`config.mk`:
```
export PLATFORM = sky130hd
export DESIGN_NAME = muldiv_unit_flat
export DESIGN_NICKNAME = d
export VERILOG_FILES = /design/src/rtl/muldiv_pkg.sv /design/src/rtl/muldiv_if.sv /design/src/rtl/muldiv_step.sv /design/src/rtl/muldiv_unit.sv /design/src/flat_wrapper.sv
export SDC_FILE = /design/constraint.sdc
export NUM_CORES = 1
export LEC_CHECK = 0
export ABC_AREA = 1
export BUFFER_PORTS_ARGS = -buffer_cell sky130_fd_sc_hd__buf_4
export CAP_MARGIN = 10
export CORE_MARGIN = 5
export CORE_UTILIZATION = 35
export CTS_BUF_LIST = sky130_fd_sc_hd__clkbuf_8
export DETAILED_ROUTE_END_ITERATION = 7
export SETUP_SLACK_MARGIN = 0.15
export SLEW_MARGIN = 20
export SYNTH_ARGS = -nofsm -noshare
export SYNTH_HDL_FRONTEND = slang
export SYNTH_SLANG_ARGS = --single-unit
```
`constraint.sdc`:
```
create_clock -name clk -period 3.2 [get_ports clk]
set_input_delay 0.32 -clock clk [delete_from_list [all_inputs] [get_ports clk]]
set_output_delay 0.32 -clock clk [all_outputs]
set_load 0.02 [all_outputs]
```
`src/rtl/muldiv_pkg.sv`:
```
// Shared opcodes, FSM state encoding and opcode-decode helpers for the
// multiply/divide unit.
package muldiv_pkg;

    localparam int OP_W = 3;

    localparam logic [OP_W-1:0] OP_MULT  = 3'd0;
    localparam logic [OP_W-1:0] OP_MULTU = 3'd1;
    localparam logic [OP_W-1:0] OP_DIV   = 3'd2;
    localparam logic [OP_W-1:0] OP_DIVU  = 3'd3;
    localparam logic [OP_W-1:0] OP_MTHI  = 3'd4;
    localparam logic [OP_W-1:0] OP_MTLO  = 3'd5;

    typedef enum logic [1:0] {
        S_IDLE = 2'd0,
        S_CALC = 2'd1,
        S_FIX  = 2'd2
    } state_e;

    typedef enum logic {
        MODE_MUL = 1'b0,
        MODE_DIV = 1'b1
    } mode_e;

    function automatic logic is_mul_op(input logic [OP_W-1:0] op);
        return (op == OP_MULT) || (op == OP_MULTU);
    endfunction

    function automatic logic is_div_op(input logic [OP_W-1:0] op);
        return (op == OP_DIV) || (op == OP_DIVU);
    endfunction

    function automatic logic is_signed_op(input logic [OP_W-1:0] op);
        return (op == OP_MULT) || (op == OP_DIV);
    endfunction

endpackage

```
`src/rtl/muldiv_if.sv`:
```
// Request/result bundle between control and the multiply/divide unit.
// start is a request qualified by !busy: it is taken on any edge where the unit is idle and ignored while busy=1,
// so control holds start/Op/operands until busy=0; done is a one-cycle pulse after HI/LO are written.
interface muldiv_if import muldiv_pkg::*; #(parameter int WIDTH = 32);
    logic              start;
    logic [OP_W-1:0]   Op;
    logic [WIDTH-1:0]  OperandA;
    logic [WIDTH-1:0]  OperandB;
    logic              busy;
    logic              done;
    logic [WIDTH-1:0]  HI;
    logic [WIDTH-1:0]  LO;
    state_e            dbg_state;

    modport master (
        output start, Op, OperandA, OperandB,
        input  busy, done, HI, LO, dbg_state
    );

    modport slave (
        input  start, Op, OperandA, OperandB,
        output busy, done, HI, LO, dbg_state
    );
endinterface

```
`src/rtl/muldiv_step.sv`:
```
// One iteration of the shared datapath: shift-add multiply on {acc,mq},
// or restoring shift-subtract divide with the quotient shifting into mq.
module muldiv_step import muldiv_pkg::*; #(
    parameter int WIDTH = 32
) (
    input  mode_e             mode,
    input  logic [WIDTH-1:0]  acc,
    input  logic [WIDTH-1:0]  mq,
    input  logic [WIDTH-1:0]  operand,
    output logic [WIDTH-1:0]  acc_next,
    output logic [WIDTH-1:0]  mq_next
);
    logic [WIDTH:0] sum;
    logic [WIDTH:0] shifted;
    logic           ge;

    always_comb begin
        sum      = {1'b0, acc} + (mq[0] ? {1'b0, operand} : '0);
        shifted  = {acc, mq[WIDTH-1]};
        ge       = (shifted >= {1'b0, operand});
        acc_next = '0;
        mq_next  = '0;
        if (mode == MODE_MUL) begin
            acc_next = sum[WIDTH:1];
            mq_next  = {sum[0], mq[WIDTH-1:1]};
        end else begin
            // Partial remainder stays below the divisor, so it fits in WIDTH bits.
            acc_next = ge ? (shifted[WIDTH-1:0] - operand) : shifted[WIDTH-1:0];
            mq_next  = {mq[WIDTH-2:0], ge};
        end
    end
endmodule

```
`src/rtl/muldiv_unit.sv`:
```
// Multi-cycle multiply/divide unit holding HI/LO (IDLE -> CALC -> FIX -> IDLE).
// Optional MULDIV_FAST_MUL_EN: MULT/MULTU complete combinationally at acceptance.
module muldiv_unit import muldiv_pkg::*; #(
    parameter int WIDTH = 32,
    parameter int CNT_W = 6
) (
    input  logic       clk,
    input  logic       rst_n,
    muldiv_if.slave    bus
);
    state_e              state, state_next;
    mode_e               mode;
    logic [CNT_W-1:0]    cnt;
    logic [WIDTH-1:0]    acc, mq, opnd, a_raw, hi, lo;
    logic                neg_q, neg_r, div_zero, done_q;
    logic                accept, last_step, iter_req;
    logic                sign_a, sign_b;
    logic [WIDTH-1:0]    abs_a, abs_b;
    logic [WIDTH-1:0]    acc_step, mq_step;
    logic [2*WIDTH-1:0]  prod_fix;
    logic [WIDTH-1:0]    q_fix, r_fix;

    assign sign_a = is_signed_op(bus.Op) & bus.OperandA[WIDTH-1];
    assign sign_b = is_signed_op(bus.Op) & bus.OperandB[WIDTH-1];
    assign abs_a  = sign_a ? -bus.OperandA : bus.OperandA;
    assign abs_b  = sign_b ? -bus.OperandB : bus.OperandB;

`ifdef MULDIV_FAST_MUL_EN
    logic [2*WIDTH-1:0] fast_mag, fast_prod;
    assign iter_req  = is_div_op(bus.Op);
    assign fast_mag  = {{WIDTH{1'b0}}, abs_a} * {{WIDTH{1'b0}}, abs_b};
    assign fast_prod = (sign_a ^ sign_b) ? -fast_mag : fast_mag;
`else
    assign iter_req  = is_mul_op(bus.Op) | is_div_op(bus.Op);
`endif

    assign last_step = (cnt == CNT_W'(WIDTH - 1));

    muldiv_step #(.WIDTH(WIDTH)) u_step (
        .mode     (mode),
        .acc      (acc),
        .mq       (mq),
        .operand  (opnd),
        .acc_next (acc_step),
        .mq_next  (mq_step)
    );

    // Sign fix-up applied at FIX; remainder follows the dividend's sign.
    assign prod_fix = neg_q ? -{acc, mq} : {acc, mq};
    assign q_fix    = neg_q ? -mq : mq;
    assign r_fix    = neg_r ? -acc : acc;

    always_comb begin
        state_next = state;
        accept     = 1'b0;
        case (state)
            S_IDLE: begin
                accept = bus.start;
                if (bus.start && iter_req) state_next = S_CALC;
            end
            S_CALC:  if (last_step) state_next = S_FIX;
            S_FIX:   state_next = S_IDLE;
            default: state_next = S_IDLE;
        endcase
    end

    always_ff @(posedge clk) begin
        if (!rst_n) begin
            state    <= S_IDLE;
            mode     <= MODE_MUL;
            cnt      <= '0;
            acc      <= '0;
            mq       <= '0;
            opnd     <= '0;
            a_raw    <= '0;
            neg_q    <= 1'b0;
            neg_r    <= 1'b0;
            div_zero <= 1'b0;
            hi       <= '0;
            lo       <= '0;
            done_q   <= 1'b0;
        end else begin
            state  <= state_next;
            done_q <= 1'b0;
            case (state)
                S_IDLE: begin
                    if (accept && iter_req) begin
                        mode     <= is_div_op(bus.Op) ? MODE_DIV : MODE_MUL;
                        cnt      <= '0;
                        acc      <= '0;
                        mq       <= is_div_op(bus.Op) ? abs_a : abs_b;
                        opnd     <= is_div_op(bus.Op) ? abs_b : abs_a;
                        a_raw    <= bus.OperandA;
                        neg_q    <= sign_a ^ sign_b;
                        neg_r    <= sign_a;
                        div_zero <= is_div_op(bus.Op) && (bus.OperandB == '0);
                    end else if (accept && bus.Op == OP_MTHI) begin
                        hi <= bus.OperandA;
                    end else if (accept && bus.Op == OP_MTLO) begin
                        lo <= bus.OperandA;
`ifdef MULDIV_FAST_MUL_EN
                    end else if (accept && is_mul_op(bus.Op)) begin
                        {hi, lo} <= fast_prod;
                        done_q   <= 1'b1;
`endif
                    end
                end
                S_CALC: begin
                    acc <= acc_step;
                    mq  <= mq_step;
                    cnt <= cnt + 1'b1;
                end
                S_FIX: begin
                    if (mode == MODE_MUL) begin
                        {hi, lo} <= prod_fix;
                    end else if (div_zero) begin
                        hi <= a_raw;
                        lo <= '1;
                    end else begin
                        hi <= r_fix;
                        lo <= q_fix;
                    end
                    done_q <= 1'b1;
                end
                default: ;
            endcase
        end
    end

    assign bus.busy      = (state != S_IDLE);
    assign bus.done      = done_q;
    assign bus.HI        = hi;
    assign bus.LO        = lo;
    assign bus.dbg_state = state;
endmodule

```
`src/flat_wrapper.sv`:
```
// flat-port wrapper written by rule: the top's interface ports become plain ports
module muldiv_unit_flat import muldiv_pkg::*;
#(
    parameter int WIDTH = 32,
    parameter int CNT_W = 6
)
  (clk, rst_n, bus_start, bus_Op, bus_OperandA, bus_OperandB, bus_busy, bus_done, bus_HI, bus_LO, bus_dbg_state);
  muldiv_if #(.WIDTH(WIDTH)) bus_i ();
  input  logic clk;
  input  logic rst_n;
  input wire logic [$bits(bus_i.start)-1:0] bus_start;
  input wire logic [$bits(bus_i.Op)-1:0] bus_Op;
  input wire logic [$bits(bus_i.OperandA)-1:0] bus_OperandA;
  input wire logic [$bits(bus_i.OperandB)-1:0] bus_OperandB;
  output wire logic [$bits(bus_i.busy)-1:0] bus_busy;
  output wire logic [$bits(bus_i.done)-1:0] bus_done;
  output wire logic [$bits(bus_i.HI)-1:0] bus_HI;
  output wire logic [$bits(bus_i.LO)-1:0] bus_LO;
  output wire logic [$bits(bus_i.dbg_state)-1:0] bus_dbg_state;
  assign bus_i.start = bus_start;
  assign bus_i.Op = bus_Op;
  assign bus_i.OperandA = bus_OperandA;
  assign bus_i.OperandB = bus_OperandB;
  assign bus_busy = bus_i.busy;
  assign bus_done = bus_i.done;
  assign bus_HI = bus_i.HI;
  assign bus_LO = bus_i.LO;
  assign bus_dbg_state = bus_i.dbg_state;
  muldiv_unit #(.WIDTH(WIDTH), .CNT_W(CNT_W)) u_core (.clk(clk), .rst_n(rst_n), .bus(bus_i));
endmodule
```
==> metrics.md <==
| Metric | Value |
|---|---|
| Status | `finished clean` |
| # DRC | `0` |
| Post-synthesis sequential area ratio | `20.4%` |
| Unique masters post-synth | `between 50 and 60` |
| DP Cell Count | `around 4400` |
| Layout fillers | `6477` |
| Worst EP required | `3660 ps` |
| Busiest grt layer | `met2` |
| Worst-path clk slew | `~70 ps` |
| R2r setup slk | `330 ps` |
| Number of DRC markers in iteration 0 | `3202` |
| R2R cell count | `15` |
| Met2 usage | `around 43%` |
| Critical Setup Path Class | `reg2reg` |
| DIE AREA | `around 62000 µm²` |
| Max-slew violations | `0` |
| Post-Synth XOR/XNOR Area | `about 3.1%` |
| RSZ-0062 raised after global routing | `false` |
| Dominant synthesized flop cell | `dfxtp_1` |
| Worst-path maximum fanout | `34` |
| Design area | `about 23000 µm²` |
| Capture point of the worst path | `u_core.acc[19]` |
| Mapped cell area | `roughly 20000 µm²` |
| CTS buffer count | `39` |
| Later-pin clock latency in the skew report | `around 620 ps` |
| Adder-cell share of the synthesized area | `roughly 4.5%` |
| Detailed Routing Iterations Pass 1 | `6` |
| Global Route met1 Usage | `41.8%` |
| CTS HTree Levels | `2` |
| #FFs+latches synth | `about 200` |
| Number of global-route vias before repair | `22250` |
| Reg-to-reg startpoint | `u_core.acc[19]` |
| GRT Total Usage | `between 20% and 30%` |
| Rel. slew slack | `between 30 and 40%` |
| WL final | `about 97000 µm` |
| Met3 Use GR | `about 6.4%` |
| CP startpoint kind | `flip-flop` |
| Ports | `between 100 and 150` |
| First-pass GRT wire length | `~140000 µm` |
| CP endpoint kind | `flip-flop` |
| Core area | `~57000 µm²` |
| CTS tree | `done` |
| Setup_tns | `0 ps` |
| Routed WL per cell | `around 22 µm` |
| Synthesized area per cell | `approximately 5.5 µm²` |
| Largest net degree at the start of global routing | `160` |
| Post-CTS Hold Buffers | `0` |
| Initial antenna violation count | `2` |
| Post-CTS resize count | `0` |
| Yosys Warn Count | `0` |
| Antenna Violating Nets Remaining | `0` |
| Vias | `24805` |
| Mux contribution to synthesized area | `0%` |
| Root Driver | `clkbuf_8` |
| Starting Density | `35.5%` |
| Non-Filler Instances | `4511` |
| Syn_nets | `between 3000 and 4000` |
| Post-route minimum period | `2870 ps` |
| Placed Area | `around 22000 µm²` |
| DP HPWL | `about 80000 µm` |
| Worst VDD drop | `around 240 µV` |
| Hold Crit Class | `in2reg` |
| Area share of the largest cell type after synthesis | `about a fifth` |
| Max-Cap Viols | `0` |
| Clock sink count | `205` |
| Die Y-Extent | `between 200 and 250 µm` |
| Cell type with the largest total area after synthesis | `dfxtp_1` |
| GPL Wtd Cong | `just over 1` |
| Fin nets | `3864` |
| # rows | `a little under 90` |
| Number of flops mapped to enable cells by yosys | `0` |
| Share of cells above drive strength 1 | `under 10%` |
| Post-Synth Simple-Gate Area | `40.2%` |
| Clock Tree Buf Depth | `3` |
| PD cells | `406 nW/µm²` |
| Port bufs | `137` |
| Final setup fails | `0` |
| Data arrival, critical path | `about 3300 ps` |
| Crit path from | `u_core.acc[19]` |
| Post-CTS Setup Inserts | `0` |
| Layout Skew | `roughly 55 ps` |
| Synth Instances | `3628` |
| Slew of the pin with the lowest slew margin | `around 930 ps` |
| Main combinational cell family by area after synthesis | `simple AND/OR/NAND/NOR gates` |
| Final Hold Vio Count | `0` |
| Top cells by area, synth | `dfxtp_1 20%, nand2_1 20%, inv_1 9.0%` |
| LEAKAGE | `roughly 0.012 µW` |
| Grt ovf | `0` |
| Critical R2R Capture | `u_core.acc[19]` |
| Async SR Flop Fraction | `0%` |
| Layout area overhead | `13.6%` |
| Compound-Gate Fraction of Synth Area | `19.2%` |
| Chip Width | `roughly 250 µm` |
| Period utilisation layout | `approximately nine tenths` |
| Max Clk Rate | `about 0.35 GHz` |
| Via/cell ratio | `5.50` |
cell families (layout without fill, tap and decap cells):
group / Yosys count / after routing
AND/OR/NAND/NOR: 1910 / 1910
AO/OA/AOI/OAI: 717 / 717
buffers and inverters: 654 / 778
flip-flops: 205 / 205
adder cells (fa/ha/maj): 71 / 71
XOR/XNOR: 71 / 71
other: 0 / 3
worst min path at each step:
stage / from / to / slack [ps] / cells past startpoint
3_5_place_dp: u_core.cnt[5] / u_core.cnt[5] / 460 / 2
3_3_place_gp: u_core.cnt[5] / u_core.cnt[5] / 460 / 2
6_report: bus_OperandB[0] / u_core.opnd[0] / 60 / 3
4_1_cts: bus_OperandA[1] / u_core.bus.LO[1] / 30 / 3
2_1_floorplan: u_core.a_raw[31] / u_core.a_raw[31] / 430 / 2
5_1_grt: bus_OperandB[0] / u_core.opnd[0] / 60 / 3
final cells by class:
type                    instances  area, µm²  area share, %
diodes                          3       7.51         0.0329
clock buffers                  49        674           2.96
well taps                     756        946           4.15
multi-input cells            2769      13500           59.0
flip-flops and latches        205       4110           18.0
clock inverters                21        148          0.647
inverters                     503       1890           8.27
repair buffers                205       1590           6.96
cell usage after synthesis (all sizes together) (6+ instances only):
library cell	number
a21oi	303
a22oi	6
a31oi	17
buf	51
clkbuf	100
dfxtp	205
ha	69
inv	501
nand2	1058
nand3	290
nand3b	28
nand4	50
nor2	431
nor3	38
o211ai	41
o21ai	317
o31ai	7
or2	8
xnor2	18
xor2	53
layer usage:
metal	vias up	routed length, µm
met5	-	0
met4	0	5210
met3	208	10700
met2	1354	39800
met1	11343	41900
li1	11900	-
placed cells by master (no fill, tap or decap), types with 28 or more instances in the layout:
cell / count
dfxtp_1: 203
inv_1: 494
xor2_1: 53
ha_1: 69
nor2_1: 404
buf_4: 201
nor3_1: 35
nand3b_1: 28
nand3_1: 287
nand2_1: 1048
clkbuf_8: 49
o211ai_1: 41
o21ai_0: 299
a21oi_1: 302
nand4_1: 50
critical path: stages (launching register included):
cell      delay [ps]
dfxtp_1          670
ha_1             410
nand2_2          160
inv_1             50
nand2_1           60
nand2_1           80
nand2_1           60
nand2_1           70
nand2_1           60
nand2_1          100
nor2_4           170
nand2_8          190
nor2_8           300
nand2_1          130
nand3b_1         110
a21oi_1           60
flip-flops by register name, indices dropped and copies added (netlist names):
| name | cells |
|---|---|
| u_core.bus.dbg_state | 2 |
| u_core.acc | 32 |
| u_core.bus.done | 1 |
| u_core.div_zero | 1 |
| u_core.bus.LO | 32 |
| u_core.opnd | 32 |
| u_core.cnt | 6 |
| u_core.a_raw | 32 |
| u_core.mq | 32 |
| u_core.neg_r | 1 |
| u_core.mode | 1 |
| u_core.neg_q | 1 |
| u_core.bus.HI | 32 |
metrics by stage:
step	setup slack, ps	hold WS [ps]	utilization (%)	power, µW
detailed placement	379	457	38.8	6340
floorplan	734	430	-	5100
finish	333	56.6	40.3	9260
CTS	370	31.8	40.3	9170
global placement	437	457	38.8	6370
global route	184	55.5	40.3	9680
power by group:
| group | switching (µW) | internal (µW) | total (µW) |
|---|---|---|---|
| registers | 180 | 2720 | 2900 |
| clock network | 1310 | 1540 | 2850 |
| logic | 2500 | 1010 | 3510 |
(Power assumes the default switching activity.)
